--- config.mk ---
export PLATFORM = sky130hd
export DESIGN_NAME = ni_apb_requester
export DESIGN_NICKNAME = d
export VERILOG_FILES = /design/src/rtl/pa_noc_pkg.sv /design/src/rtl/ni_apb_requester.sv
export SDC_FILE = /design/constraint.sdc
export NUM_CORES = 1
export LEC_CHECK = 0
export CAP_MARGIN = 20
export CORE_MARGIN = 5
export CORE_UTILIZATION = 35
export DETAILED_ROUTE_END_ITERATION = 16
export PLACE_DENSITY = 0.74
export SKIP_LAST_GASP = 1
export SYNTH_ARGS = -nofsm -noshare
export SYNTH_HDL_FRONTEND = slang
export SYNTH_SLANG_ARGS = --single-unit
--- constraint.sdc ---
create_clock -name i_clk -period 3.2 [get_ports i_clk]
set_input_delay 0.32 -clock i_clk [delete_from_list [all_inputs] [get_ports i_clk]]
set_output_delay 0.32 -clock i_clk [all_outputs]
set_load 0.05 [all_outputs]
--- src/rtl/pa_noc_pkg.sv ---
// Packet layout, APB address fields, FSM states and packet helpers for the NI
// APB requester.
package pa_noc;

  localparam int unsigned APB_PACKET_WIDTH = 59;
  localparam int unsigned COORD_W          = 2;
  localparam int unsigned ADDR_W           = 16;
  localparam int unsigned DATA_W           = 32;
  localparam int unsigned PADDR_W          = 20;

  localparam int unsigned PKT_DST_COL_LSB  = 0;
  localparam int unsigned PKT_DST_ROW_LSB  = 2;
  localparam int unsigned PKT_SRC_COL_LSB  = 4;
  localparam int unsigned PKT_SRC_ROW_LSB  = 6;
  localparam int unsigned PKT_VALID_BIT    = 8;
  localparam int unsigned PKT_IS_RESP_BIT  = 9;
  localparam int unsigned PKT_WR_ERR_BIT   = 10;
  localparam int unsigned PKT_ADDR_LSB     = 11;
  localparam int unsigned PKT_DATA_LSB     = 27;

  localparam int unsigned PADDR_ROW_LSB    = 18;
  localparam int unsigned PADDR_COL_LSB    = 16;

  typedef logic [COORD_W-1:0] coord_t;

  // Bit 10 carries pwrite in a request and slverr in a response.
  typedef struct packed {
    logic [DATA_W-1:0] data;
    logic [ADDR_W-1:0] addr;
    logic              wr_err;
    logic              is_resp;
    logic              valid;
    coord_t            src_row;
    coord_t            src_col;
    coord_t            dst_row;
    coord_t            dst_col;
  } apb_pkt_t;

  typedef enum logic [1:0] {
    ST_IDLE = 2'd0,
    ST_SEND = 2'd1,
    ST_WAIT = 2'd2,
    ST_DONE = 2'd3
  } ni_state_e;

  function automatic coord_t paddr_row(input logic [PADDR_W-1:0] paddr);
    return paddr[PADDR_ROW_LSB +: COORD_W];
  endfunction

  function automatic coord_t paddr_col(input logic [PADDR_W-1:0] paddr);
    return paddr[PADDR_COL_LSB +: COORD_W];
  endfunction

  function automatic apb_pkt_t build_req(input coord_t            my_row,
                                         input coord_t            my_col,
                                         input logic [PADDR_W-1:0] paddr,
                                         input logic              pwrite,
                                         input logic [DATA_W-1:0] pwdata);
    logic [APB_PACKET_WIDTH-1:0] v;
    v = '0;
    v[PKT_DST_COL_LSB +: COORD_W] = paddr_col(paddr);
    v[PKT_DST_ROW_LSB +: COORD_W] = paddr_row(paddr);
    v[PKT_SRC_COL_LSB +: COORD_W] = my_col;
    v[PKT_SRC_ROW_LSB +: COORD_W] = my_row;
    v[PKT_VALID_BIT]              = 1'b1;
    v[PKT_IS_RESP_BIT]            = 1'b0;
    v[PKT_WR_ERR_BIT]             = pwrite;
    v[PKT_ADDR_LSB +: ADDR_W]     = paddr[ADDR_W-1:0];
    v[PKT_DATA_LSB +: DATA_W]     = pwrite ? pwdata : '0;
    return apb_pkt_t'(v);
  endfunction

  function automatic logic resp_match(input apb_pkt_t p,
                                      input coord_t   my_row,
                                      input coord_t   my_col,
                                      input coord_t   peer_row,
                                      input coord_t   peer_col);
    return p.valid && p.is_resp &&
           (p.dst_row == my_row) && (p.dst_col == my_col) &&
           (p.src_row == peer_row) && (p.src_col == peer_col);
  endfunction

endpackage

--- src/rtl/ni_apb_requester.sv ---
// Requester NI: turns one APB transfer into a request packet, waits for the
// matching response (or a timeout) and completes the APB access.
module ni_apb_requester
  import pa_noc::*;
#(
  parameter int unsigned GRID_WIDTH     = 4,
  parameter int unsigned NI_ROW         = 0,
  parameter int unsigned NI_COL         = 0,
  parameter int unsigned TIMEOUT_CYCLES = 256
) (
  input  logic                        i_clk,
  input  logic                        i_arst,
  input  logic                        i_psel,
  input  logic                        i_penable,
  input  logic                        i_pwrite,
  input  logic [PADDR_W-1:0]          i_paddr,
  input  logic [DATA_W-1:0]           i_pwdata,
  output logic                        o_pready,
  output logic [DATA_W-1:0]           o_prdata,
  output logic                        o_pslverr,
  output logic [APB_PACKET_WIDTH-1:0] o_apbPacket,
  input  logic [APB_PACKET_WIDTH-1:0] i_apbPacket
);

  localparam int unsigned CNT_W    = $clog2(TIMEOUT_CYCLES + 1);
  localparam coord_t      MY_ROW   = COORD_W'(NI_ROW % GRID_WIDTH);
  localparam coord_t      MY_COL   = COORD_W'(NI_COL % GRID_WIDTH);
  localparam logic [CNT_W-1:0] CNT_LAST = CNT_W'(TIMEOUT_CYCLES - 1);

  ni_state_e         state_q, state_d;
  logic [CNT_W-1:0]  cnt_q, cnt_d;
  coord_t            dst_row_q, dst_row_d;
  coord_t            dst_col_q, dst_col_d;
  logic              write_q, write_d;
  apb_pkt_t          pkt_q, pkt_d;
  logic              pready_q, pready_d;
  logic [DATA_W-1:0] prdata_q, prdata_d;
  logic              pslverr_q, pslverr_d;

  apb_pkt_t rsp_pkt;
  logic     setup_c, self_c, match_c, timeout_c;
  logic     unused_rsp_addr;

  assign rsp_pkt         = apb_pkt_t'(i_apbPacket);
  assign setup_c         = i_psel && !i_penable;
  assign self_c          = (paddr_row(i_paddr) == MY_ROW) && (paddr_col(i_paddr) == MY_COL);
  assign match_c         = resp_match(rsp_pkt, MY_ROW, MY_COL, dst_row_q, dst_col_q);
  assign timeout_c       = (cnt_q == CNT_LAST);
  assign unused_rsp_addr = ^rsp_pkt.addr;

  // State and output registers
  always_ff @(posedge i_clk or posedge i_arst) begin
    if (i_arst) begin
      state_q   <= ST_IDLE;
      cnt_q     <= '0;
      dst_row_q <= '0;
      dst_col_q <= '0;
      write_q   <= 1'b0;
      pkt_q     <= '0;
      pready_q  <= 1'b0;
      prdata_q  <= '0;
      pslverr_q <= 1'b0;
    end else begin
      state_q   <= state_d;
      cnt_q     <= cnt_d;
      dst_row_q <= dst_row_d;
      dst_col_q <= dst_col_d;
      write_q   <= write_d;
      pkt_q     <= pkt_d;
      pready_q  <= pready_d;
      prdata_q  <= prdata_d;
      pslverr_q <= pslverr_d;
    end
  end

  // Next-state logic; losing psel before DONE aborts the transfer
  always_comb begin
    state_d = state_q;
    unique case (state_q)
      ST_IDLE: if (setup_c) state_d = self_c ? ST_DONE : ST_SEND;
      ST_SEND: state_d = i_psel ? ST_WAIT : ST_IDLE;
      ST_WAIT: begin
        if (!i_psel)                    state_d = ST_IDLE;
        else if (match_c || timeout_c) state_d = ST_DONE;
      end
      ST_DONE: state_d = ST_IDLE;
      default: state_d = ST_IDLE;
    endcase
  end

  // Next values of the registered outputs, captured request and wait counter
  always_comb begin
    cnt_d     = cnt_q;
    dst_row_d = dst_row_q;
    dst_col_d = dst_col_q;
    write_d   = write_q;
    pkt_d     = '0;
    pready_d  = 1'b0;
    prdata_d  = '0;
    pslverr_d = 1'b0;
    unique case (state_q)
      ST_IDLE: begin
        if (setup_c) begin
          dst_row_d = paddr_row(i_paddr);
          dst_col_d = paddr_col(i_paddr);
          write_d   = i_pwrite;
          if (self_c) begin
            pready_d  = 1'b1;
            pslverr_d = 1'b1;
          end else begin
            pkt_d = build_req(MY_ROW, MY_COL, i_paddr, i_pwrite, i_pwdata);
          end
        end
      end
      ST_SEND: cnt_d = '0;
      ST_WAIT: begin
        cnt_d = cnt_q + CNT_W'(1);
        if (i_psel) begin
          // A response landing on the timeout cycle still wins
          if (match_c) begin
            pready_d  = 1'b1;
            prdata_d  = write_q ? '0 : rsp_pkt.data;
            pslverr_d = rsp_pkt.wr_err;
          end else if (timeout_c) begin
            pready_d  = 1'b1;
            pslverr_d = 1'b1;
          end
        end
      end
      default: ;
    endcase
  end

  assign o_pready    = pready_q;
  assign o_prdata    = prdata_q;
  assign o_pslverr   = pslverr_q;
  assign o_apbPacket = pkt_q;

endmodule

* Yosys cells after proc, flatten, opt, wreduce, memory -nomap -nowiden *
Cells that the tools add are included.

storage, ports and cells
  register bits = 109
  input port bits = 116
  output and inout port bits = 93
  logic and storage cells = 67

operators by class
  add/subtract/negate cells = 1
  equality and inequality tests = 8
  multiplexer cells = 24
  reduce and logical (&&, ||, !) cells = 17

operator list
  operator             count
  $mux 59              3
  $mux 32              5
  $pmux 9 s2           1
  $logic_not 2->1      5
  $mux 2               5
  $add 9x1->9 const B  1
  $eq 9x8->1 const B   1
  $pmux 2 s4           1
  $logic_and 1x1->1    7
  $mux 1               7
  $eq 2x2->1           2
  $eq 2x2->1 const B   2
  $pmux 1 s2           2
  $reduce_and 2->1     2
  $ne 3x3->1 const B   1
  $eq 2x1->1 const B   1
  $ne 2x2->1 const B   1
  $reduce_bool 2->1    1
  $logic_not 1->1      1
  $logic_or 1x1->1     1

* Logic depth before layout (Yosys ltp) *
  depth after elaboration = 9
  gate-level depth with buffers = 7
  depth with buffers taken out = 6

* Worst setup path before layout *
Ideal clock, no wire load.

  kind = register to register
  start = reg cnt_q[0]
  end = reg state_q[0]
  arrival = 1566 ps
  required time = 3073 ps
  slack = 1508 ps
  stages on the path, launching flop included = 7
  path buffers = 0
  cell sequence = dfrtp_1 > ha_1 > nand3_1 > nor2_1 > ha_1 > o32a_1 > o2bb2a_1

between the ends
  longest elaborated chain between the ends = 4

ends and longest elaborated chain
  element                            RTL line                text
  start, declared                    ni_apb_requester.sv:31  logic [CNT_W-1:0] cnt_q, cnt_d;
  start signal, assigned             ni_apb_requester.sv:65  cnt_q <= cnt_d;
  $eq 9x8->1                         ni_apb_requester.sv:48  assign timeout_c = (cnt_q == CNT_LAST);
  $logic_or 1x1->1                   ni_apb_requester.sv:84  else if (match_c || timeout_c) state_d = ST_DONE;
  $ne 3x3->1 (no source line)        -
  $reduce_and 2->1 (no source line)  -
  end signal, assigned               ni_apb_requester.sv:64  state_q <= state_d;
  end, declared                      ni_apb_requester.sv:30  ni_state_e state_q, state_d;

Every way passes these cells.
A chain may end at the register's enable or synchronous reset.

==> results.md <==
- Final hold violation count: 0
- Worst Setup Path Type: reg2reg
- Switching share of total power: 0.304
- Total Routed Length: 9.87 mm
- Number of buffers inserted during clock tree synthesis: 9
- Routability-driven placement congestion ratio: 0.764
- Tightest slew margin relative to the limit: 0.365
- Biggest area consumer among synthesized cells: sky130_fd_sc_hd__dfrtp_1
- Max capacitance violation total: 0
- Synthesis warning total: 0
- Global-route congestion overflow total: 0
- Number of vias in the routed layout: 2737
- Clock tree root buffer cell: sky130_fd_sc_hd__clkbuf_8
- Pin count of the biggest net entering global routing: 69
- Crit path buffers/inverters: 2
- Crit path max fanout: 50
- Final standard cell utilization of the core: 0.557
- Summed instance area of the synthesized netlist: 3790 sq um
- Primary FF master, synth: sky130_fd_sc_hd__dfrtp_1
- Number of synthesized flops with an enable pin: 0
- Die X-Extent: 114 um
- Proportion of register bits with asynchronous set or reset after synthesis: 1.00
- Number of buffers added to fix hold violations after cts: 0
- Worst-Margin Slew: 0.950 ns
- Fin Clk Skew: 0.00726 ns
- I/O pin count: 209
- CTS tree: built
- Clock Latency Late Sink: 0.35 ns
- Power spent charging and discharging nets: 0.913 mW
- Number of instances in the synthesized netlist: 285
- Period minus WS final: 1.94 ns
- Outcome: completed
- Layout-stage area growth over the synthesis result: 57.8%
- Class of the tightest hold or removal check: in2async
- Slowest cell on crit path: sky130_fd_sc_hd__dfrtp_1
- First-iteration detailed-routing DRC count: 143
- Worst hold slack: 0.326 ns
- Fraction of layout instances using a drive strength above 1: 0.117
- Power density of the placed cells: 502 nW/um^2
- Register clock-pin slew on the reported worst setup and hold paths: 0.10 ns
- GRT Resource Usage Total: 0.151
- Net count, final: 593
- Part of the power in the clock network: 0.267
- CP max stage delay: 0.41 ns
- Chip height: 114 um
- Detailed-router iteration count before antenna repair: 4
- Startpoint kind of the worst setup timing path: flop
- Clock sink count: 104
- Required @ worst endpoint: 3.49 ns
- RSZ-0062 raised after global routing: no
- Antenna violations before repair: 0
- Maximum buffer depth of the clock tree: 2
- Number of storage elements in the synthesis netlist: 104
- Count of nets left with antenna violations after detail routing: 0
- Kind of cell adding the most delay to the critical path: simple AND/OR/NAND/NOR gates
- Effective utilization at floorplan: 0.353
- Vias per cell: 4.44
- Input/output buffers: 187
- Crit path capture type: flop
- CTS HTree Levels: 3
- DPL Wire Length: 7.54 mm
- Post-place setup slack: 0.976 ns
- Critical path, cell by cell: inv_1, ha_1, and2_1, and2b_1, buf_4, and3_1
- Antenna diode count: 0
- DP Area: 5790 sq um
- Total DRC errors in the routed layout: 0
- Post-CTS repair timing setup buffer count: 0
- Final worst-path setup slack: 1.26 ns
- Area of the core: 10700 sq um
- Design Area, Final: 5990 sq um
- Internal portion of total power: 2.09 mW
- Global-route wire length before repair: 15.1 mm
- Post-synthesis cell type count: 31
- Routed len/inst: 16.0 um
- Setup violators final: 0
- Post-route fraction of the period consumed by the critical path: 0.605
- IR drop worst, VDD: 0.000293 V
- Leading cell types by count after synthesis: 104 x sky130_fd_sc_hd__dfrtp_1, 37 x sky130_fd_sc_hd__and3_1, 30 x sky130_fd_sc_hd__and2_2
- Number of pins exceeding their max-slew limit in the final report: 0
- Sequential share of power: 0.484
- Floorplan die area: 13000 sq um
- Syn avg cell area: 13.3 sq um
- Number of core rows: 38
- Peak clock frequency supported by timing: 516 MHz
- Logic gate share of total power: 0.248
- Ranking of synthesized cells by area: sky130_fd_sc_hd__dfrtp_1 69%, sky130_fd_sc_hd__and3_1 6.1%, sky130_fd_sc_hd__and2_2 5.9%, sky130_fd_sc_hd__and2_1 3.3%, sky130_fd_sc_hd__ha_1 1.6%
- Reported leakage power: 2.82 nW
- Cell with the most instances after synthesis: sky130_fd_sc_hd__dfrtp_1
- Portion of the post-synthesis area used by sequential elements: 0.686
- Data arrival, critical path: 2.22 ns
- Total negative setup slack: 0 ns
- Number of global-route vias before repair: 2765
- CTS-repair resized insts: 0
- Portion of synthesized cell area occupied by the leading cell type: 0.686
-- per-layer routing --
layer  part of all wire  vias to the layer above  GRT usage
met5                  0                        -          0
met4              0.027                        0     0.0657
met3              0.070                       18     0.0370
met2               0.50                      122      0.254
met1               0.40                     1300      0.184
li1                   -                     1297          -
-- power groups by stage --
stage	sequential, mW	clock (mW)	combinational [mW]
2_1_floorplan	1.63	0	0.311
3_3_place_gp	1.48	0	0.731
3_5_place_dp	1.48	0	0.752
4_1_cts	1.46	0.836	0.755
5_1_grt	1.46	0.901	0.804
6_report	1.46	0.803	0.746
-- area by class of cell --
cell class                 instances  area, sq um
multi-input combinational        158         1070
timing repair buffer             190         1910
fill                             926         4760
clock buffer                       9          124
inverter                           9         36.3
tap                              140          175
sequential                       104         2600
clock inverter                     7         70.1
-- stage by stage --
| step | total power [mW] | std cells |
|---|---|---|
| final | 3.01 | 617 |
| after detailed placement | 2.23 | 601 |
| after global routing | 3.17 | 617 |
| after global placement | 2.21 | 601 |
| after CTS | 3.05 | 617 |
| after floorplan | 1.94 | 289 |
-- sequential cells by signal (all words and copies together) (netlist names) --
register     count
o_pslverr        1
dst_col_q        2
o_apbPacket     54
write_q          1
dst_row_q        2
o_pready         1
cnt_q            9
state_q          2
o_prdata        32
-- placed cells by master, fill, tap and decap left out, types with 3 or more instances in the layout --
master	count
sky130_fd_sc_hd__a21oi_1	4
sky130_fd_sc_hd__and2_1	20
sky130_fd_sc_hd__and2_2	30
sky130_fd_sc_hd__and3_1	37
sky130_fd_sc_hd__clkbuf_8	9
sky130_fd_sc_hd__clkdlybuf4s50_1	187
sky130_fd_sc_hd__clkinv_2	3
sky130_fd_sc_hd__conb_1	5
sky130_fd_sc_hd__dfrtp_1	104
sky130_fd_sc_hd__ha_1	5
sky130_fd_sc_hd__inv_1	8
sky130_fd_sc_hd__mux2_2	5
sky130_fd_sc_hd__mux2i_1	4
sky130_fd_sc_hd__nand2_1	6
sky130_fd_sc_hd__nand3_1	6
sky130_fd_sc_hd__nor2_1	5
sky130_fd_sc_hd__o21ai_0	9
sky130_fd_sc_hd__xnor2_1	4
-- worst paths after layout --
check                                  startpoint                   endpoint  slack, ns  cells after the start
setup reg to reg           state_q[0]$_DFFE_PP0P_  o_apbPacket[47]$_DFF_PP0_       1.26                      6
hold / removal                             i_arst   dst_row_q[1]$_DFFE_PP0P_       0.33                      2
max in group asynchronous                  i_arst       cnt_q[6]$_DFFE_PP0P_       2.14                      3
min in group i_clk                     i_paddr[3]  o_apbPacket[14]$_DFF_PP0_       0.51                      2
setup / recovery           state_q[0]$_DFFE_PP0P_  o_apbPacket[47]$_DFF_PP0_       1.26                      6
hold reg to reg              cnt_q[0]$_DFFE_PP0P_       cnt_q[0]$_DFFE_PP0P_       0.52                      1
-- logic make-up after synthesis --
group           synth area share
fa+ha+maj                 0.0165
flops                      0.686
xor+xnor                  0.0115
mux                       0.0254
simple gates               0.199
compound gates            0.0257
buf+inv                   0.0353
other cells             0.000988
(Power assumes the default switching activity.)
